## src/rtl/spa_pkg.sv

```systemverilog
// Shared types for the SPA_FPGA edge driver: nibble width, field/phase enums, and a small max helper.
package spa_pkg;

  localparam int DATA_W = 4;

  typedef enum logic [1:0] {FLD_SRC, FLD_DST, FLD_COST} field_e;

  typedef enum logic [1:0] {PH_IDLE, PH_SETUP, PH_STROBE, PH_GAP} phase_e;

  function automatic int max3(input int a, input int b, input int c);
    int m;
    m = (a > b) ? a : b;
    return (m > c) ? m : c;
  endfunction

endpackage

```

## src/rtl/spa_phase_timer.sv

```systemverilog
// Loadable down-counter. Load takes effect at the next clock edge.
// expired_o is high while the count is 0, and the counter holds at 0.
module spa_phase_timer #(
  parameter int W = 3
) (
  input  logic         clock,
  input  logic         reset_n,
  input  logic         load_i,
  input  logic [W-1:0] load_val_i,
  output logic         expired_o
);

  logic [W-1:0] cnt_q, cnt_d;

  always_comb begin
    cnt_d = cnt_q;
    if (load_i) begin
      cnt_d = load_val_i;
    end else if (cnt_q != '0) begin
      cnt_d = cnt_q - 1'b1;
    end
  end

  always_ff @(posedge clock or negedge reset_n) begin
    if (!reset_n) begin
      cnt_q <= '0;
    end else begin
      cnt_q <= cnt_d;
    end
  end

  assign expired_o = (cnt_q == '0);

endmodule

```

## src/rtl/spa_edge_driver.sv

```systemverilog
// Replays (src,dst,cost) records as SETUP/STROBE/GAP nibble phases. Busy for 3*(S+T+G) cycles per record; edge_ready is low while busy.
// The SPA_EDGE_CHECK_EN macro adds a vertex range check at acceptance and an edge_err pulse output.
module spa_edge_driver #(
  parameter int DATA_W       = spa_pkg::DATA_W,
`ifdef SPA_EDGE_CHECK_EN
  parameter int NUM_VERTICES = 4,
`endif
  parameter int SETUP_CYC    = 2,
  parameter int STROBE_CYC   = 4,
  parameter int GAP_CYC      = 2
) (
  input  logic              clock,
  input  logic              reset_n,
  input  logic              edge_valid,
  output logic              edge_ready,
  input  logic [DATA_W-1:0] edge_src,
  input  logic [DATA_W-1:0] edge_dst,
  input  logic [DATA_W-1:0] edge_cost,
  input  logic              edge_last,
  output logic              in0,
  output logic              in1,
  output logic              in2,
  output logic              in3,
  output logic              run_source,
  output logic              run_dest,
  output logic              run_cost,
  output logic              busy,
  output logic              done,
  output logic [7:0]        edges_sent
`ifdef SPA_EDGE_CHECK_EN
  ,
  output logic              edge_err
`endif
);
  import spa_pkg::*;

  localparam int TW = $clog2(max3(SETUP_CYC, STROBE_CYC, GAP_CYC)) + 1;
  localparam logic [TW-1:0] SETUP_LD  = TW'(SETUP_CYC - 1);
  localparam logic [TW-1:0] STROBE_LD = TW'(STROBE_CYC - 1);
  localparam logic [TW-1:0] GAP_LD    = TW'(GAP_CYC - 1);

  phase_e            phase_q, phase_d;
  field_e            field_q, field_d;
  logic [DATA_W-1:0] rec_src_q, rec_src_d;
  logic [DATA_W-1:0] rec_dst_q, rec_dst_d;
  logic [DATA_W-1:0] rec_cost_q, rec_cost_d;
  logic              rec_last_q, rec_last_d;
  logic              ready_q, ready_d;
  logic              done_q, done_d;
  logic              err_q, err_d;
  logic [7:0]        sent_q, sent_d;
  logic              tmr_load;
  logic [TW-1:0]     tmr_val;
  logic              tmr_expired;
  logic              accept;
  logic              rec_ok;
  logic [DATA_W-1:0] nib;

  assign accept = edge_valid & ready_q;

`ifdef SPA_EDGE_CHECK_EN
  localparam logic [DATA_W-1:0] NV = DATA_W'(NUM_VERTICES);
  assign rec_ok = (edge_src != edge_dst) && (edge_src != '0) && (edge_dst != '0) &&
                  (edge_src <= NV) && (edge_dst <= NV);
  assign edge_err = err_q;
`else
  assign rec_ok = 1'b1;
`endif

  spa_phase_timer #(.W(TW)) u_timer (
    .clock      (clock),
    .reset_n    (reset_n),
    .load_i     (tmr_load),
    .load_val_i (tmr_val),
    .expired_o  (tmr_expired)
  );

  always_comb begin
    phase_d    = phase_q;
    field_d    = field_q;
    rec_src_d  = rec_src_q;
    rec_dst_d  = rec_dst_q;
    rec_cost_d = rec_cost_q;
    rec_last_d = rec_last_q;
    done_d     = 1'b0;
    err_d      = 1'b0;
    sent_d     = sent_q;
    tmr_load   = 1'b0;
    tmr_val    = SETUP_LD;
    case (phase_q)
      PH_IDLE: begin
        if (accept) begin
          if (rec_ok) begin
            rec_src_d  = edge_src;
            rec_dst_d  = edge_dst;
            rec_cost_d = edge_cost;
            rec_last_d = edge_last;
            field_d    = FLD_SRC;
            phase_d    = PH_SETUP;
            tmr_load   = 1'b1;
          end else begin
            // Rejected record: stay ready, flag it, still honour end-of-graph.
            err_d  = 1'b1;
            done_d = edge_last;
          end
        end
      end
      PH_SETUP: begin
        if (tmr_expired) begin
          phase_d  = PH_STROBE;
          tmr_load = 1'b1;
          tmr_val  = STROBE_LD;
        end
      end
      PH_STROBE: begin
        if (tmr_expired) begin
          phase_d  = PH_GAP;
          tmr_load = 1'b1;
          tmr_val  = GAP_LD;
        end
      end
      PH_GAP: begin
        if (tmr_expired) begin
          if (field_q == FLD_COST) begin
            phase_d = PH_IDLE;
            sent_d  = sent_q + 8'd1;
            done_d  = rec_last_q;
          end else begin
            field_d  = (field_q == FLD_SRC) ? FLD_DST : FLD_COST;
            phase_d  = PH_SETUP;
            tmr_load = 1'b1;
          end
        end
      end
      default: phase_d = PH_IDLE;
    endcase
    ready_d = (phase_d == PH_IDLE);
  end

  always_ff @(posedge clock or negedge reset_n) begin
    if (!reset_n) begin
      phase_q    <= PH_IDLE;
      field_q    <= FLD_SRC;
      rec_src_q  <= '0;
      rec_dst_q  <= '0;
      rec_cost_q <= '0;
      rec_last_q <= 1'b0;
      ready_q    <= 1'b0;
      done_q     <= 1'b0;
      err_q      <= 1'b0;
      sent_q     <= '0;
    end else begin
      phase_q    <= phase_d;
      field_q    <= field_d;
      rec_src_q  <= rec_src_d;
      rec_dst_q  <= rec_dst_d;
      rec_cost_q <= rec_cost_d;
      rec_last_q <= rec_last_d;
      ready_q    <= ready_d;
      done_q     <= done_d;
      err_q      <= err_d;
      sent_q     <= sent_d;
    end
  end

  // Nibble is a pure function of registered state so reset clears it asynchronously.
  always_comb begin
    nib = '0;
    if (phase_q != PH_IDLE) begin
      case (field_q)
        FLD_SRC: nib = rec_src_q;
        FLD_DST: nib = rec_dst_q;
        default: nib = rec_cost_q;
      endcase
    end
  end

  assign in0        = nib[0];
  assign in1        = nib[1];
  assign in2        = nib[2];
  assign in3        = nib[3];
  assign run_source = (phase_q == PH_STROBE) && (field_q == FLD_SRC);
  assign run_dest   = (phase_q == PH_STROBE) && (field_q == FLD_DST);
  assign run_cost   = (phase_q == PH_STROBE) && (field_q == FLD_COST);
  assign busy       = (phase_q != PH_IDLE);
  assign edge_ready = ready_q;
  assign done       = done_q;
  assign edges_sent = sent_q;

endmodule

```

## config.mk

```make
export PLATFORM = sky130hd
export DESIGN_NAME = spa_edge_driver
export DESIGN_NICKNAME = d
export VERILOG_FILES = /design/src/rtl/spa_pkg.sv /design/src/rtl/spa_phase_timer.sv /design/src/rtl/spa_edge_driver.sv
export SDC_FILE = /design/constraint.sdc
export NUM_CORES = 1
export LEC_CHECK = 0
export ABC_AREA = 0
export BUFFER_PORTS_ARGS = -buffer_cell sky130_fd_sc_hd__buf_4
export CORE_MARGIN = 3
export CORE_UTILIZATION = 40
export CTS_CLUSTER_SIZE = 16
export DETAILED_ROUTE_END_ITERATION = 8
export SYNTH_ARGS = -nofsm -noshare
export SYNTH_HDL_FRONTEND = slang
export SYNTH_SLANG_ARGS = --single-unit
```

## constraint.sdc

```tcl
create_clock -name clock -period 4.4 [get_ports clock]
set_input_delay 0.88 -clock clock [delete_from_list [all_inputs] [get_ports clock]]
set_output_delay 0.88 -clock clock [all_outputs]
set_load 0.01 [all_outputs]
```

# Yosys cells after proc, flatten, opt, wreduce, memory -nomap -nowiden
# Index checks and enable logic that the tools add are counted.
[totals]
out_inout_bits = 18
inputBits = 16
word_cells = 61
regBits = 30
[classes]
n_bitwise = 1
add_sub_neg = 2
n_eq_ne = 8
n_mux = 25
reduce_logical = 15
[ops]
columns = ["op", "count"]
rows = [
  ["2-bit 2-to-1 mux", 10],
  ["8-bit by 1-bit adder with 8-bit output, second input constant", 1],
  ["1-bit 2-to-1 mux", 8],
  ["2-bit one-hot mux with 4 select lines", 1],
  ["4-bit one-hot mux with 2 select lines", 1],
  ["2-bit == test, second input constant", 3],
  ["2-bit logical NOT", 3],
  ["3-bit 2-to-1 mux", 2],
  ["2-bit != test, second input constant", 3],
  ["2-bit nonzero test", 3],
  ["2-bit by 1-bit == test with 1-bit output, second input constant", 2],
  ["4-bit 2-to-1 mux", 1],
  ["2-bit one-hot mux with 2 select lines", 1],
  ["4-bit AND reduction", 1],
  ["1-bit logical AND", 3],
  ["3-bit logical NOT", 1],
  ["1-bit one-hot mux with 3 select lines", 1],
  ["3-bit AND reduction", 1],
  ["3-bit nonzero test", 1],
  ["3-bit by 1-bit subtractor with 3-bit output, second input constant", 1],
  ["2-bit AND reduction", 1],
  ["2-bit OR reduction", 1],
  ["1-bit bitwise AND", 1],
]

# Depth between registers and ports, before layout
# Gate-level depths: netlist of run 1.
[logic_depth]
word_depth = 5
ltp_mapped = 7
depth_no_buf = 6

# Modules after synthesis
# A second synthesis of run 1 with hierarchy kept.
[hier_totals]
cells_unflattened = 145
area_unflattened_um2 = 1626.6
[modules_own_cells]
columns = ["module", "area_each_um2", "n_inst", "seq_area_each_um2", "cells_per_inst"]
rows = [
  ["spa_edge_driver", 1426.4, 1, 675.6, 124],
  ["spa_phase_timer", 200.2, 1, 75.1, 21],
]

# Worst setup path before layout of run 1
# Ideal clock, no wire load.
[synth_timing]
path_type = "reg-to-output"
from = "register phase_q[0]"
to = "output run_dest"
stages_incl_launch_ff = 5
setup_slack_ps = 2498
arrival_ps = 1022
path_cell_list = "dfrtp_1 -> inv_1 -> ha_1 -> inv_1 -> nor3b_1"
[synth_via]
elab_chain_len = 2
[synth_lines]
columns = ["element", "line", "rtl"]
rows = [
  ["from (decl)", "spa_edge_driver.sv:42", "phase_e phase_q, phase_d;"],
  ["from (signal assigned)", "spa_edge_driver.sv:153", "phase_q <= phase_d;"],
  ["2-bit == test", "spa_edge_driver.sv:183", "assign run_dest = (phase_q == PH_STROBE) && (field_q == FLD_DST);"],
  ["1-bit logical AND", "spa_edge_driver.sv:183", ""],
  ["to (decl)", "spa_edge_driver.sv:25", "output logic run_dest,"],
]
# Every way passes these cells.

# Worst setup path in the final report of run 1
[layout_timing]
from = "register phase_q[1]"
to = "output in2"
[layout_via]
elab_chain_len = 2
[layout_lines]
columns = ["element", "line", "rtl"]
rows = [
  ["2-bit nonzero test", "spa_edge_driver.sv:169", "if (phase_q != PH_IDLE) begin"],
  ["4-bit 2-to-1 mux", "spa_edge_driver.sv:169", ""],
  ["to (decl)", "spa_edge_driver.sv:22", "output logic in2,"],
]
# Every way passes these cells.

==> results_dict.tcl, run 1 <==
set metrics [dict create \
    max_stage_delay_ns 0.44 \
    crit_arrival_ns 1.53 \
    cts_root_buf "clkbuf_8" \
    r2r-end "field_q[0]" \
    crit_fanout 9 \
    synth_compound_area_share_pct 9.520 \
    ys_types 35 \
    hold_end "edges_sent[7]" \
    first_iter_violations 35 \
    avgRoutedWirePerCell_um 13.53 \
    start_util_pct 43.67 \
    grt_setup_unrepaired "no" \
    grt_max_degree 31 \
    area_delta_synth_final_pct 23.68 \
    ios 34 \
    synthArstFlopShare_pct 100.0 \
    grt_pass1_wl_um 5126 \
    min_period_over_period_pct 54.85 \
    post-route-util_pct 54.02 \
    setup_tns_ns 0 \
    finalCriticalPeriod_ns 2.414 \
    numCtsBuffers 5 \
    cts_setup_buffers 0 \
    cts_sinks 30 \
    grt.total_usage_pct 15.04 \
    coreArea_mm2 0.003521 \
    crit_path_start_kind "flop" \
    first_pass_iters 4 \
    n_antenna_cell 0 \
    clock_path_buffers 2 \
    globalplace.congestion 0.7633 \
    pwr_density_cell_mw_per_mm2 586.1 \
    critPathLaunch "phase_q[1]" \
    skew_ns 0.004827 \
    yosys.area_share.simple_pct 13.34 \
    cp_data_required_time_ns 3.52 \
    setup_viol_count_final 0 \
    total_leakage_power_nw 0.9035 \
    worstHoldPathCells 1 \
    netlist_area_mm2 0.001538 \
    tightestPinTransition_ns 0.4332 \
    fin_cells 219 \
    finalWirelength_um 2963 \
    synth_ff_type "dfrtp_1" \
    min_path_type "flop to flop" \
    ir_worst_vdd_uv 336.4 \
    maxSlewViolCount 0 \
    ys_seq_area_share_pct 48.82 \
    finalHoldViolCount 0 \
    synth_top_family_by_area "multiplexers" \
    final_nets 196 \
    maxSlewHeadroom_pct 71.12 \
    synth_adder_area_share_pct 6.509 \
    portBuffers 33 \
    std_cell_rows 21 \
    fmax_mhz 414.3 \
    hp-start "edges_sent[7]" \
    ff2ff_path_depth 6 \
    antenna_found_initial 0 \
    viasPerCell 4.927 \
    rr_startpoint "phase_q[1]" \
    worstSetupPathDepth 4 \
    cts_hold_buf 0 \
    dieHeight_um 68 \
    synth-xor-area-share_pct 3.987 \
    vias 1079 \
    drive_gt1_share_pct 32.95 \
    grt_pass1_vias 1126 \
    syn-mean-instance-area_um2 11.22 \
    critical-path-top-delay-family "adder cells" \
    dpl.hpwl_um 2169 \
    cts_tree "built" \
    clk_pin_slew_worst_paths_ns 0.06 \
    worstPathCellList "inv_1 > ha_1 > nor2_1 > buf_4" \
    synth_cells 137 \
    status "finished clean" \
    ant_nets 0 \
    htreeDepth 2 \
    cap_violations 0 \
    reg2reg_slack_ns 2.37 \
    clk_latency_ns 0.27 \
    path_buf_inv 2 \
    crit_type "flop to primary output" \
    dieWidth_um 68 \
    die_area_mm2 0.004624 \
    synth_edf_count 0 \
    ys_seq_elements 30 \
    synthesis.nets 161 \
    dp_cells 211 \
    drc 0 \
    cp-end-kind "primary output" \
    overflow 0 \
    synthMuxAreaShare_pct 13.51 \
    ys_warn_count 0 \
    cts_resized 0 \
    slowest_stage "ha_1" \
]
## cells in the final DEF (no fill, tap or decap), drive strengths merged, types with 2 or more instances in the layout
master,count
a21oi,9
and3,3
nor2,14
nand4,4
o21ai,4
a21o,2
buf,33
nand2,5
nand2b,2
ha,8
clkbuf,7
o211ai,2
mux2,14
nand3,3
dfrtp,30
nor3,2
inv,9
xnor2,6
mux2i,5
## per-layer routing
metal / vias up / global-route usage (%) / part of all wire [%]
li1: 543 / - / -
met1: 514 / 19.26 / 44
met2: 17 / 24.55 / 51
met4: 0 / 5.211 / 1.2
met3: 5 / 3.941 / 3.9
met5: - / 0 / 0
## registers in the layout, indices dropped and copies added (netlist names)
signal and count:
edge_ready 1, done 1, rec_cost_q 4, field_q 2, rec_dst_q 4, rec_src_q 4
edges_sent 8, phase_q 2, u_timer.cnt_q 3, rec_last_q 1
## cells in the mapped netlist, types with 2 or more instances
cell type,instances,area [µm²]
inv_1,9,33.78
o21ai_0,3,15.01
a21oi_1,9,45.04
nand2_1,5,18.77
nor2_1,14,52.55
and3_1,3,18.77
mux2i_1,5,50.05
ha_1,8,100.1
a21o_1,2,15.01
dfrtp_1,30,750.7
o211ai_1,2,15.01
buf_2,2,10.01
nand3_1,2,10.01
mux2_2,14,157.7
xnor2_1,6,52.55
nand4_1,4,25.02
## cell type report
type	instances	area (µm²)
clock buffers	7	86.33
clock inverters	1	5.005
fillers	336	1619
inverters	9	33.78
multi-input cells	93	720.7
flip-flops and latches	30	750.7
well taps	46	57.56
repair buffers	33	247.7
## worst register-to-register path, delay by kind of cell (launching register included)
family	cells	cell delay, ns
compound gates	3	0.66
fa+ha+maj	1	0.44
flops	1	0.43
simple gates	1	0.31
buf+inv	1	0.13
## logic make-up after synthesis
kind of cell | Yosys count
XOR/XNOR | 7
flip-flops | 30
multiplexers | 19
AO/OA/AOI/OAI | 23
buffers and inverters | 14
AND/OR/NAND/NOR | 36
adder cells (fa/ha/maj) | 8
## stage by stage
| step | power [mW] | hold WS (ns) | area [µm²] | worst slack, ns |
|---|---|---|---|---|
| after CTS | 1.128 | 0.4874 | 1902 | 1.985 |
| final | 1.115 | 0.4804 | 1902 | 1.986 |
| after global routing | 1.213 | 0.5105 | 1902 | 1.837 |
| after floorplan | 0.7758 | 0.4474 | 1538 | 2.498 |
| after detailed placement | 0.9026 | 0.4734 | 1810 | 2.291 |
| after global placement | 0.8840 | 0.4626 | 1810 | 2.307 |
## report_power, final
| group | leakage, nW | total (mW) | switching (mW) | internal [mW] |
|---|---|---|---|---|
| Sequential | 0.375 | 0.433 | 0.0642 | 0.368 |
| Combinational | 0.480 | 0.463 | 0.233 | 0.230 |
| Clock | 0.0482 | 0.219 | 0.0931 | 0.126 |
| Total | 0.904 | 1.11 | 0.390 | 0.724 |
## worst max path at each step
stage | to | slack [ns]
final | in2 | 1.99
after global routing | in2 | 1.84
after CTS | in2 | 1.99
after detailed placement | in0 | 2.29
after global placement | in3 | 2.31
after floorplan | run_dest | 2.50
Power figures use the tool's default switching activity.
==> inputs of run 2 (changes only) <==
Clock period 4.4 ns to 1.9 ns, I/O delays scaled along.
==> run 2 against run 1 <==
Critical path depth grew 1; clock skew up 0.0042 ns; clock power increased by 140%; total power up 140%; setup slack worse by 1.9 ns; critical path type unchanged.
==> results_dict.tcl, run 2 (synthesized netlist as in run 1, its figures left out) <==
set metrics [dict create \
    die_area_mm2 0.004624 \
    num-fill-cells 330 \
    area_delta_synth_final_pct 25.96 \
    globalplace.congestion 0.8292 \
    crit_arrival_ns 1.40 \
    pwr_density_cell_mw_per_mm2 1358 \
    total_leakage_power_nw 0.9153 \
    finalWirelength_um 3154 \
    n_antenna_cell 0 \
    rr_startpoint "u_timer.cnt_q[0]" \
    fin_cells 222 \
    std_cell_rows 21 \
    grt_setup_unrepaired "yes" \
    dp_cells 214 \
    status "finished clean" \
    grt_max_degree 31 \
    crit_type "flop to primary output" \
    final_common_cell "buf_4" \
    drc 0 \
    dieHeight_um 68 \
    setup_viol_count_final 0 \
    clock_path_buffers 2 \
    overflow 0 \
    htreeDepth 2 \
    grt_pass1_wl_um 5437 \
    first_pass_iters 4 \
    skew_ns 0.009058 \
    ir_worst_vdd_uv 665.9 \
    portBuffers 33 \
    critPathLaunch "phase_q[0]" \
    cp_data_required_time_ns 1.52 \
    cts_hold_buf 0 \
    cp-end-kind "primary output" \
    vias 1115 \
    finalHoldViolCount 0 \
    viasPerCell 5.023 \
    cts_root_buf "clkbuf_8" \
    ant_nets 0 \
    cts_sinks 30 \
    cap_violations 0 \
    ios 34 \
    grt_pass1_vias 1172 \
    avgRoutedWirePerCell_um 14.21 \
    largest_reg_flops 8 \
    fmax_mhz 563.0 \
    finalCriticalPeriod_ns 1.776 \
    clk_latency_ns 0.28 \
    maxSlewViolCount 0 \
    min_path_type "input pin to asynchronous set/reset pin" \
    min_period_over_period_pct 93.49 \
    antenna_found_initial 0 \
    crit_path_start_kind "flop" \
    start_util_pct 43.67 \
    dpl.hpwl_um 2293 \
    grt.total_usage_pct 15.85 \
    numCtsBuffers 5 \
    final_nets 199 \
    first_iter_violations 46 \
    drive_gt1_share_pct 36.36 \
    dieWidth_um 68 \
    tightestPinTransition_ns 0.3993 \
    crit_fanout 5 \
    coreArea_mm2 0.003521 \
    setup_tns_ns 0 \
    maxSlewHeadroom_pct 72.69 \
    clk_pin_slew_worst_paths_ns 0.07 \
    final_cell_mix "36 x buf_4, 29 x dfrtp_1, 14 x nor2_1, 14 x mux2_2" \
    cts_tree "built" \
]
==> run 2: stage by stage <==
stage	util (%)	setup slack (ns)	area (µm²)	total power, mW	hold slack [ns]
finish	55.01	0.1237	1937	2.630	0.01387
global route	55.01	-0.01552	1937	2.853	0.03266
CTS	54.80	0.02431	1929	2.648	0.02415
detailed placement	52.06	0.1126	1833	2.109	0.3309
global placement	52.06	0.2277	1833	2.066	0.3283
floorplan	-	0.2913	1538	1.797	0.08441
==> run 2: worst max-delay path, stage by stage (launching register included) <==
cell and delay (ns):
dfrtp_1 0.41, inv_1 0.12, ha_1 0.17, inv_1 0.10
nor3b_2 0.18, buf_4 0.14
==> run 2: layout make-up <==
type | count | area [µm²] | area share, %
Timing Repair Buffer | 36 | 270.3 | 13.95
Sequential cell | 30 | 752.0 | 38.82
Clock inverter | 2 | 12.51 | 0.6460
Inverter | 9 | 33.78 | 1.744
Multi-Input combinational cell | 93 | 728.2 | 37.60
Tap cell | 46 | 57.56 | 2.972
Clock buffer | 6 | 82.58 | 4.264
==> run 2: worst paths after layout <==
| path | depth (start not counted) | endpoint | slack [ns] |
|---|---|---|---|
| min in group clock | 2 | rec_src_q[1] | 0.32 |
| max | 5 | run_dest | 0.12 |
| max in group asynchronous | 1 | field_q[0] | 1.58 |
| min | 1 | done | 0.01 |
| min reg2reg | 1 | edges_sent[7] | 0.47 |
| max reg2reg | 5 | edges_sent[1] | 0.16 |
==> run 2: timing repair <==
| item | CTS | global route |
|---|---|---|
| resized for setup | 1 | 2 |
| gates cloned | 0 | 0 |
| buffers inserted | 0 | 0 |
| setup endpoints to repair | 1 | 7 |
==> run 2: where the power goes <==
part           internal [mW]  total (mW)  switching, mW
clock network          0.290       0.530          0.239
logic                  0.552        1.09          0.541
registers              0.854        1.01          0.152
total                   1.70        2.63          0.932
==> run 2: routing by layer <==
layer / wire (µm) / GRT usage, % / vias up
li1: - / - / 555
met5: 0 / 0 / -
met1: 1387 / 19.48 / 535
met2: 1582 / 25.27 / 19
met4: 49 / 6.700 / 0
met3: 134 / 5.419 / 6
==> inputs of run 3 (changes only) <==
Clock period 1.9 ns to 1.7 ns, I/O delays scaled along.
==> run 3 against run 2 <==
The flow now finishes with violations (setup timing); register-to-register slack got worse by 0.11 ns; clock power up 12%; non-clock buffer count up 14; global-route usage is 0.12 points lower; setup slack lost 0.13 ns; cell area increased by 10%; sequential cell count unchanged; final cell count increased by 6.3%; utilization grew 5.7 points; clock skew fell by 0.0031 ns; die area did not move; sequential share of layout area fell by 3.6 points.
==> results_dict.tcl, run 3 (synthesized netlist as in run 1, its figures left out) <==
set metrics [dict create \
    dpl.hpwl_um 2339 \
    coreArea_mm2 0.003521 \
    crit_arrival_ns 1.37 \
    max_stage_delay_ns 0.43 \
    finalWirelength_um 3320 \
    min_path_type "input pin to flop" \
    vias 1192 \
    clk_pin_slew_worst_paths_ns 0.07 \
    use_met2_pct 25.99 \
    grt.total_usage_pct 15.73 \
    crit_fanout 4 \
    ff_latch_area_um2 752.0 \
    slowest_stage "dfrtp_1" \
    grt_setup_unrepaired "yes" \
    ir_worst_vdd_uv 964.8 \
    ios 34 \
    switching_share_pct 35.76 \
    hp-start "edge_src[2]" \
    largest_reg_flops 8 \
    top_usage_layer "met2" \
    switching_power_mw 1.179 \
    overflow 0 \
    crit_type "flop to primary output" \
    drive_gt1_share_pct 46.32 \
    ant_nets 0 \
    n_antenna_cell 0 \
    globalplace.congestion 0.7842 \
    hold_end "rec_src_q[2]" \
    final_common_cell "buf_4" \
    pwr_density_cell_mw_per_mm2 1543 \
    intPower_mw 2.118 \
    dp_cells 218 \
    viasPerCell 5.051 \
    finalHoldViolCount 0 \
    cp-end-kind "primary output" \
    failed_checks "setup timing" \
    grt_pass1_wl_um 5340 \
    first_iter_violations 30 \
    skew_ns 0.005928 \
    fin_ws_ns -0.006275 \
    drc 0 \
    worstPathCellList "inv_2 > ha_4 > buf_6 > nor2_1 > buf_4" \
    cts_tree "built" \
    reg2reg_slack_ns 0.05 \
    grt_pass1_vias 1203 \
    final_nets 213 \
    crit_path_start_kind "flop" \
    grt_util_met3_pct 6.076 \
    total_leakage_power_nw 0.9967 \
    cts_root_buf "clkbuf_8" \
    dieHeight_um 68 \
    fmax_mhz 586.1 \
    maxSlewHeadroom_pct 75.83 \
    post-route-util_pct 60.70 \
    grt_max_degree 31 \
    rr_startpoint "phase_q[1]" \
    min_period_over_period_pct 100.4 \
    status "finished, violations left" \
    setup_viol_count_final 1 \
    worstHoldPathCells 2 \
    finalCriticalPeriod_ns 1.706 \
    p_seq_share_pct 33.9 \
    tightestPinTransition_ns 0.3534 \
    dieWidth_um 68 \
    htreeDepth 2 \
    maxSlewViolCount 0 \
    cp_data_required_time_ns 1.36 \
    use_met1_pct 19.04 \
    p_comb_share_pct 48.1 \
    area_delta_synth_final_pct 38.97 \
    start_util_pct 43.67 \
    clk_latency_ns 0.28 \
    clock_path_buffers 2 \
    portBuffers 33 \
    avgRoutedWirePerCell_um 14.07 \
    first_pass_iters 4 \
    final_cell_mix "43 x buf_4, 29 x dfrtp_1, 14 x mux2_2" \
    num-fill-cells 309 \
    numCtsBuffers 5 \
    cap_violations 0 \
    power.share.clock_pct 17.9 \
    ff2ff_path_depth 6 \
    die_area_mm2 0.004624 \
    r2r-end "u_timer.cnt_q[1]" \
    cts_sinks 30 \
    fin_cells 236 \
    multiInputGateArea_um2 802.0 \
    antenna_found_initial 0 \
    std_cell_rows 21 \
]
-- run 3: worst max path at each step --
stage	slack, ns	depth (start not counted)	endpoint	from
after floorplan	0.09	6	edges_sent[1]	u_timer.cnt_q[0]
after global placement	0.08	5	edges_sent[1]	u_timer.cnt_q[0]
after detailed placement	0.01	5	edges_sent[1]	u_timer.cnt_q[0]
after CTS	0.004	5	in2	phase_q[1]
after global routing	-0.06	5	in1	field_q[0]
final	-0.006	5	in2	phase_q[1]
-- run 3: per-stage QoR --
step,instance area (µm²),hold slack [ns],setup slack [ns],setup TNS (ns),power (mW)
6_report,2137,0.2894,-0.006275,-0.006275,3.297
5_1_grt,2137,0.2793,-0.06496,-0.2280,3.547
4_1_cts,2024,0.2828,0.003778,0,3.101
3_5_place_dp,1863,0.2899,0.01053,0,2.412
3_3_place_gp,1863,0.2859,0.08429,0,2.363
2_1_floorplan,1538,0.04441,0.09134,0,2.008
-- run 3: routing by layer --
layer	wire [µm]	share of wire, %
met5	0	0
met4	38	1.1
met3	136	4.1
met2	1745	53
met1	1399	42
-- run 3: layout make-up --
| cell class | count | share of cell area [%] |
|---|---|---|
| clock inverter | 2 | 0.5855 |
| sequential | 30 | 35.19 |
| multi-input combinational | 93 | 37.53 |
| timing repair buffer | 50 | 18.44 |
| clock buffer | 6 | 3.864 |
| tap | 46 | 2.693 |
| inverter | 9 | 1.698 |
-- run 3: power by group through the flow --
stage	logic (mW)	registers [mW]	clock network, mW
floorplan	0.938	1.07	0
global placement	1.24	1.12	0
detailed placement	1.28	1.13	0
CTS	1.37	1.12	0.613
global route	1.75	1.15	0.647
finish	1.59	1.12	0.592
-- run 3: critical path: cells and delay by family (launching register included) --
kind / cells / cell delay, ns
adders and majority gates: 1 / 0.19
DFF: 1 / 0.43
buffers and inverters: 3 / 0.35
and+or+nand+nor: 1 / 0.11
-- run 3: repair_timing --
item / in CTS / in global routing
hold buffers: 1 / 0
pin swaps: 2 / 5
buffers inserted: 5 / 4
gates resized for setup: 5 / 21
hold endpoints to repair: 30 / 0
endpoints found under the setup margin: 8 / 15
